<file path="config.mk">
export PLATFORM = sky130hd
export DESIGN_NAME = accel_ctrl
export DESIGN_NICKNAME = d
export VERILOG_FILES = /design/src/rtl/accel_ctrl.sv
export SDC_FILE = /design/constraint.sdc
export NUM_CORES = 1
export LEC_CHECK = 0
export ABC_AREA = 1
export CORE_ASPECT_RATIO = 1.4
export CORE_MARGIN = 1
export CORE_UTILIZATION = 57
export CTS_CLUSTER_SIZE = 14
export DETAILED_ROUTE_END_ITERATION = 8
export GPL_TIMING_DRIVEN = 0
export PLACE_DENSITY = 0.8
export SYNTH_ARGS = -nofsm -noshare
export SYNTH_HDL_FRONTEND = slang
export SYNTH_SLANG_ARGS = --single-unit
</file>
<file path="constraint.sdc">
create_clock -name clk -period 2.4 [get_ports clk]
set_input_delay 0.24 -clock clk [delete_from_list [all_inputs] [get_ports clk]]
set_output_delay 0.24 -clock clk [all_outputs]
set_load 0.005 [all_outputs]
</file>
<file path="src/rtl/accel_ctrl.sv">
// accel_ctrl: job sequencer for an NxN systolic-array accelerator.
// Walks each job through weight load/write, activation load, array stream
// and accumulate once per weight tile, then output with the post-op and a final clear.
// All controls are registered and decoded from the next state/counter.
// Optional feature: define ACCEL_CTRL_SOFTMAX_EN to enable the softmax post-op;
// without it softmax_en is tied 0 and softmax_req is ignored.

`ifndef ARRAYWIDTH
`define ARRAYWIDTH 8
`endif

module accel_ctrl #(
   parameter int ARRAYWIDTH = `ARRAYWIDTH,
   parameter int ROWW       = 8
) (
   input  logic            clk,
   input  logic            rst,
   input  logic            start,
   input  logic [ROWW-1:0] k_tiles,
   input  logic [ROWW-1:0] act_rows,
   input  logic            relu_req,
   input  logic            softmax_req,
   output logic            input_buffer_load_en,
   output logic            input_buffer_out_en,
   output logic            input_buffer_delay_clear,
   output logic            weight_buffer_load_en,
   output logic            weight_buffer_out_en,
   output logic            write_weight_en,
   output logic            output_buffer_load_en,
   output logic            output_buffer_out_en,
   output logic            output_buffer_load_clear,
   output logic            output_buffer_acc_enable,
   output logic            output_buffer_acc_clear,
   output logic            relu_en,
   output logic            softmax_en,
   output logic            busy,
   output logic            done,
   output logic            cfg_err
);

   // Two extra bits so act_rows + 2N - 1 cannot wrap.
   localparam int CW = ROWW + 2;
   localparam logic [CW-1:0] N_LAST       = CW'(ARRAYWIDTH - 1);
   localparam logic [CW-1:0] STREAM_EXTRA = CW'(2 * ARRAYWIDTH - 2);
   localparam logic [CW-1:0] LOAD_FIRST   = CW'(2 * ARRAYWIDTH - 1);

   typedef enum logic [3:0] {
      IDLE, LOAD_W, WRITE_W, LOAD_A, STREAM, ACC, OUT, CLEAR, DONE
   } state_t;

   state_t          state_reg, state_next;
   logic [CW-1:0]   cnt_reg, cnt_next;
   logic [ROWW-1:0] tiles_reg, tiles_next;
   logic [ROWW-1:0] rows_reg, rows_next;
   logic            relu_reg, relu_next;
   logic            job_accept, job_reject;
   logic [CW-1:0]   rows_last, stream_last;

`ifdef ACCEL_CTRL_SOFTMAX_EN
   logic            softmax_reg, softmax_next;
`else
   logic            unused_softmax_req;
   assign unused_softmax_req = softmax_req;
`endif

   // Last-cycle markers for row-length phases, from the captured row count.
   assign rows_last   = {2'b00, rows_reg} - CW'(1);
   assign stream_last = {2'b00, rows_reg} + STREAM_EXTRA;

   // Next-state, cycle counter and job capture.
   always_comb begin
      state_next   = state_reg;
      cnt_next     = cnt_reg + CW'(1);
      tiles_next   = tiles_reg;
      rows_next    = rows_reg;
      relu_next    = relu_reg;
`ifdef ACCEL_CTRL_SOFTMAX_EN
      softmax_next = softmax_reg;
`endif
      job_accept   = 1'b0;
      job_reject   = 1'b0;
      case (state_reg)
         IDLE: begin
            cnt_next = '0;
            if (start) begin
               if (k_tiles == '0 || act_rows == '0) begin
                  job_reject = 1'b1;
                  state_next = DONE;
               end else begin
                  job_accept = 1'b1;
                  state_next = LOAD_W;
                  tiles_next = k_tiles;
                  rows_next  = act_rows;
                  relu_next  = relu_req;
`ifdef ACCEL_CTRL_SOFTMAX_EN
                  softmax_next = softmax_req;
`endif
               end
            end
         end
         LOAD_W: begin
            if (cnt_reg == N_LAST) begin
               state_next = WRITE_W;
               cnt_next   = '0;
            end
         end
         WRITE_W: begin
            if (cnt_reg == N_LAST) begin
               state_next = LOAD_A;
               cnt_next   = '0;
            end
         end
         LOAD_A: begin
            if (cnt_reg == rows_last) begin
               state_next = STREAM;
               cnt_next   = '0;
            end
         end
         STREAM: begin
            if (cnt_reg == stream_last) begin
               state_next = ACC;
               cnt_next   = '0;
            end
         end
         ACC: begin
            cnt_next   = '0;
            tiles_next = tiles_reg - ROWW'(1);
            state_next = (tiles_reg == ROWW'(1)) ? OUT : LOAD_W;
         end
         OUT: begin
            if (cnt_reg == rows_last) begin
               state_next = CLEAR;
               cnt_next   = '0;
            end
         end
         CLEAR: begin
            state_next = DONE;
            cnt_next   = '0;
         end
         DONE: begin
            state_next = IDLE;
            cnt_next   = '0;
         end
         default: begin
            state_next = IDLE;
            cnt_next   = '0;
         end
      endcase
   end

   // State registers plus registered control outputs decoded from the next state.
   always_ff @(posedge clk or negedge rst) begin
      if (!rst) begin
         state_reg                <= IDLE;
         cnt_reg                  <= '0;
         tiles_reg                <= '0;
         rows_reg                 <= '0;
         relu_reg                 <= 1'b0;
`ifdef ACCEL_CTRL_SOFTMAX_EN
         softmax_reg              <= 1'b0;
`endif
         input_buffer_load_en     <= 1'b0;
         input_buffer_out_en      <= 1'b0;
         input_buffer_delay_clear <= 1'b0;
         weight_buffer_load_en    <= 1'b0;
         weight_buffer_out_en     <= 1'b0;
         write_weight_en          <= 1'b0;
         output_buffer_load_en    <= 1'b0;
         output_buffer_out_en     <= 1'b0;
         output_buffer_load_clear <= 1'b0;
         output_buffer_acc_enable <= 1'b0;
         output_buffer_acc_clear  <= 1'b0;
         relu_en                  <= 1'b0;
         softmax_en               <= 1'b0;
         busy                     <= 1'b0;
         done                     <= 1'b0;
         cfg_err                  <= 1'b0;
      end else begin
         state_reg                <= state_next;
         cnt_reg                  <= cnt_next;
         tiles_reg                <= tiles_next;
         rows_reg                 <= rows_next;
         relu_reg                 <= relu_next;
`ifdef ACCEL_CTRL_SOFTMAX_EN
         softmax_reg              <= softmax_next;
`endif
         input_buffer_load_en     <= (state_next == LOAD_A);
         input_buffer_out_en      <= (state_next == STREAM);
         input_buffer_delay_clear <= (state_next == STREAM) && (cnt_next == stream_last);
         weight_buffer_load_en    <= (state_next == LOAD_W);
         weight_buffer_out_en     <= (state_next == WRITE_W);
         write_weight_en          <= (state_next == WRITE_W);
         output_buffer_load_en    <= (state_next == STREAM) && (cnt_next >= LOAD_FIRST);
         output_buffer_out_en     <= (state_next == OUT);
         output_buffer_load_clear <= (state_next == ACC);
         output_buffer_acc_enable <= (state_next == ACC);
         output_buffer_acc_clear  <= job_accept || (state_next == CLEAR);
`ifdef ACCEL_CTRL_SOFTMAX_EN
         softmax_en               <= (state_next == OUT) && softmax_next;
         relu_en                  <= (state_next == OUT) && relu_next && !softmax_next;
`else
         softmax_en               <= 1'b0;
         relu_en                  <= (state_next == OUT) && relu_next;
`endif
         busy                     <= (state_next != IDLE);
         done                     <= (state_next == DONE);
         cfg_err                  <= job_reject;
      end
   end

endmodule
</file>
==> results.sh <==
export IMPL_fin_ws_ns=-0.00143
export IMPL_drc=0
export IMPL_synth_edff_count=0
export IMPL_ant_nets=0
export IMPL_final_nets=614
export IMPL_syn_area_sq_mm=0.00339
export IMPL_grt_use_total_pct=34.6
export IMPL_setup_violations=1
export IMPL_dp_hpwl_mm=7.37
export IMPL_whs_ns=0.409
export IMPL_cts_root_buffer="clkbuf_8"
export IMPL_r2r_setup_slack_ns=-0.001
export IMPL_synthAdderAreaFrac_pct=1.84
export IMPL_status="finished with violations"
export IMPL_cts_sink_count=44
export IMPL_overflow=0
export IMPL_hold_class="input port to asynchronous set/reset pin"
export IMPL_tritoncts="done"
export IMPL_crit_fanout=5
export IMPL_timing_critical_path_from_type="flip-flop"
export IMPL_violations="negative setup slack"
export IMPL_synth_avg_cell_area_sq_um=6.40
export IMPL_wl_mm=10.5
export IMPL_drt_first_pass_iters=5
export IMPL_htreeDepth=2
export IMPL_synth_xor_area_share_pct=2.58
export IMPL_antenna_found_initial=0
export IMPL_fp_row_count=32
export IMPL_synth_cell_type_count=34
export IMPL_pre_cts_slack_ns=-0.336
export IMPL_post_route_cells_drive_above_1_share_pct=18.0
export IMPL_tightest_slew_ns=0.600
export IMPL_final_fill_count=449
export IMPL_ioPinCount=37
export IMPL_cts_buffers=5
export IMPL_final_hold_viol_count=0
export IMPL_critical_path_arrival_ns=2.64
export IMPL_finClkSkew_ns=0.00616
export IMPL_power_density_mw_per_mm2=1140
export IMPL_finalWeightedCongestion=0.935
export IMPL_viasPerCell=5.74
export IMPL_ys_warn_count=0
export IMPL_slew_viol_final=0
export IMPL_num_vias=3771
export IMPL_relSlewSlack_pct=59.6
export IMPL_drt_iter0_markers=333
export IMPL_ys_flop_type="dfrtp_1"
export IMPL_cp_required_ns=2.64
export IMPL_max_freq_ghz=0.416
export IMPL_wl_per_cell_microns=15.9
export IMPL_critPathKind="flip-flop to flip-flop"
export IMPL_utilization_pct=77.1
export IMPL_maxCapViolCount=0
export IMPL_antennaDiodeCount=0
export IMPL_clock_latency_ns=0.31
export IMPL_die_x_microns=67.2
export IMPL_period_share_pct=100
export IMPL_fin_crit_ns=2.40
export IMPL_die_h_microns=93.3
export IMPL_synth_seq_cells=44
export IMPL_grt_pass1_wl_mm=16.1
export IMPL_synth_compound_area_share_pct=7.71
export IMPL_area_growth_synth_to_final_pct=27.3
export IMPL_synth_seq_area_share_pct=32.4
export IMPL_p_leak_uw=0.00213
export IMPL_core_area_sq_mm=0.00561
export IMPL_dp_cells=633
export IMPL_clockBufferDepth=2
export IMPL_design_die_area_sq_mm=0.00627
export IMPL_finalNonFillerCells=657
export IMPL_start_util_pct=60.5
export IMPL_syn_nets=556
export IMPL_largest_register_ffs=10
export IMPL_portBuffers=34
export IMPL_path_clk_slew_ns=0.09
export IMPL_grt_max_degree=31
export IMPL_end_kind="flip-flop"
export IMPL_rsz0062_at_grt="yes"
export IMPL_synthSimpleGateAreaFrac_pct=45.5
export IMPL_setup_tns_ns=-0.00143
export IMPL_max_vdd_ir_drop_v=0.000539
export IMPL_grt_pass1_vias=3492
export IMPL_synth_mux_area_share_pct=0
export IMPL_synth_top_family_by_area="simple AND/OR/NAND/NOR gates"
export IMPL_syn_inst=530
export IMPL_async_reset_ff_share_pct=100
[metrics by stage]
step / total power [uW] / cell area, sq um
after floorplan: 2980 / 3390
after global placement: 3590 / 3820
after detailed placement: 3660 / 3830
after CTS: 4460 / 4040
after global routing: 5330 / 4320
final: 4950 / 4320
[cell usage after synthesis (4+ instances only)]
cell / instances / area (sq um)
a21oi_1: 7 / 35.0
o21ai_0: 26 / 130
nand2_2: 6 / 37.5
ha_1: 5 / 62.6
a31oi_1: 4 / 25.0
nand4_1: 10 / 62.6
inv_2: 6 / 22.5
nor3_1: 11 / 55.1
nand3_2: 8 / 80.1
inv_1: 68 / 255
nand2_1: 163 / 612
nand3_1: 57 / 285
dfrtp_1: 44 / 1100
buf_4: 4 / 30.0
xor2_1: 10 / 87.6
nor2_1: 63 / 236
nor2_2: 9 / 56.3
[critical path, stage by stage, from the launching register on]
cell and delay (ns):
dfrtp_2 0.46, clkinv_4 0.11, ha_4 0.28, or2_2 0.09, nand2_1 0.07, nor2_4 0.12, nand2_1 0.06, nor2_1 0.09
nand2_1 0.12, nor2_2 0.12, nor2_1 0.07, nor2_1 0.11, nand2_2 0.10, nor2_4 0.12, nand3_1 0.11, nor2_1 0.10
nand3_1 0.08, nor2_1 0.11
[worst paths after layout]
path	start	endpoint	cells past startpoint
setup / recovery	rows_reg[1]$_DFFE_PN0P_	input_buffer_delay_clear$_DFF_PN0_	17
hold / removal	rst	tiles_reg[3]$_DFFE_PN0P_	2
setup reg to reg	rows_reg[1]$_DFFE_PN0P_	input_buffer_delay_clear$_DFF_PN0_	17
hold reg to reg	state_reg[3]$_DFF_PN0_	done$_DFF_PN0_	1
max in group asynchronous	rst	output_buffer_load_en$_DFF_PN0_	3
min in group clk	state_reg[3]$_DFF_PN0_	done$_DFF_PN0_	1
[timing repair]
item	4_1_cts	5_1_grt
pin swaps	1	22
setup endpoints to repair	8	10
buffers inserted	2	11
endpoints found under the hold margin	14	0
hold buffers	1	0
gates resized for setup	15	48
gates cloned	1	1
[cells in the final DEF (no fill, tap or decap), types with 2 or more instances in the layout]
cell type          n
nand2_1          156
inv_1             62
nor2_1            54
nand3_1           49
dfrtp_1           42
clkdlybuf4s50_1   33
o21ai_0           26
buf_4             16
nand3_2           14
nand2_2           12
nor2_4            12
xor2_1            10
nand4_1           10
inv_2              9
nor3_1             9
nor2_2             8
a21oi_1            7
clkbuf_8           5
nand4_4            4
a31oi_1            4
or2_2              3
nor4_1             3
o211ai_1           3
ha_1               3
inv_4              2
buf_2              2
clkinv_1           2
nor3_2             2
nand3_4            2
o22ai_1            2
clkbuf_1           2
ha_4               2
dfrtp_2            2
[area by class of cell]
type / count / area, sq um / share of cell area (%)
multi-input cells: 404 / 2210 / 51.1
flip-flops and latches: 44 / 1100 / 25.6
repair buffers: 49 / 467 / 10.8
inverters: 76 / 295 / 6.84
well taps: 68 / 85.1 / 1.97
clock buffers: 5 / 68.8 / 1.59
plain buffers: 8 / 47.5 / 1.10
clock inverters: 3 / 46.3 / 1.07
[cell families after synthesis]
family | after synthesis
DFF | 44
other | 1
buffers and inverters | 84
adders and majority gates | 5
AOI/OAI and AO/OA | 47
and+or+nand+nor | 339
xor gates and xnor gates | 10
[metal layers]
layer  global-route usage [%]  wire [microns]
met2                     57.6            5320
met1                     37.3            3810
met5                        0               0
met4                     24.5             637
met3                     7.93             684
[power breakdown]
group | switching [uW] | internal (uW) | total [uW]
clock | 280 | 314 | 594
combinational | 2030 | 1100 | 3130
sequential | 265 | 956 | 1220
Note: power is estimated with default switching activity, not from simulation.
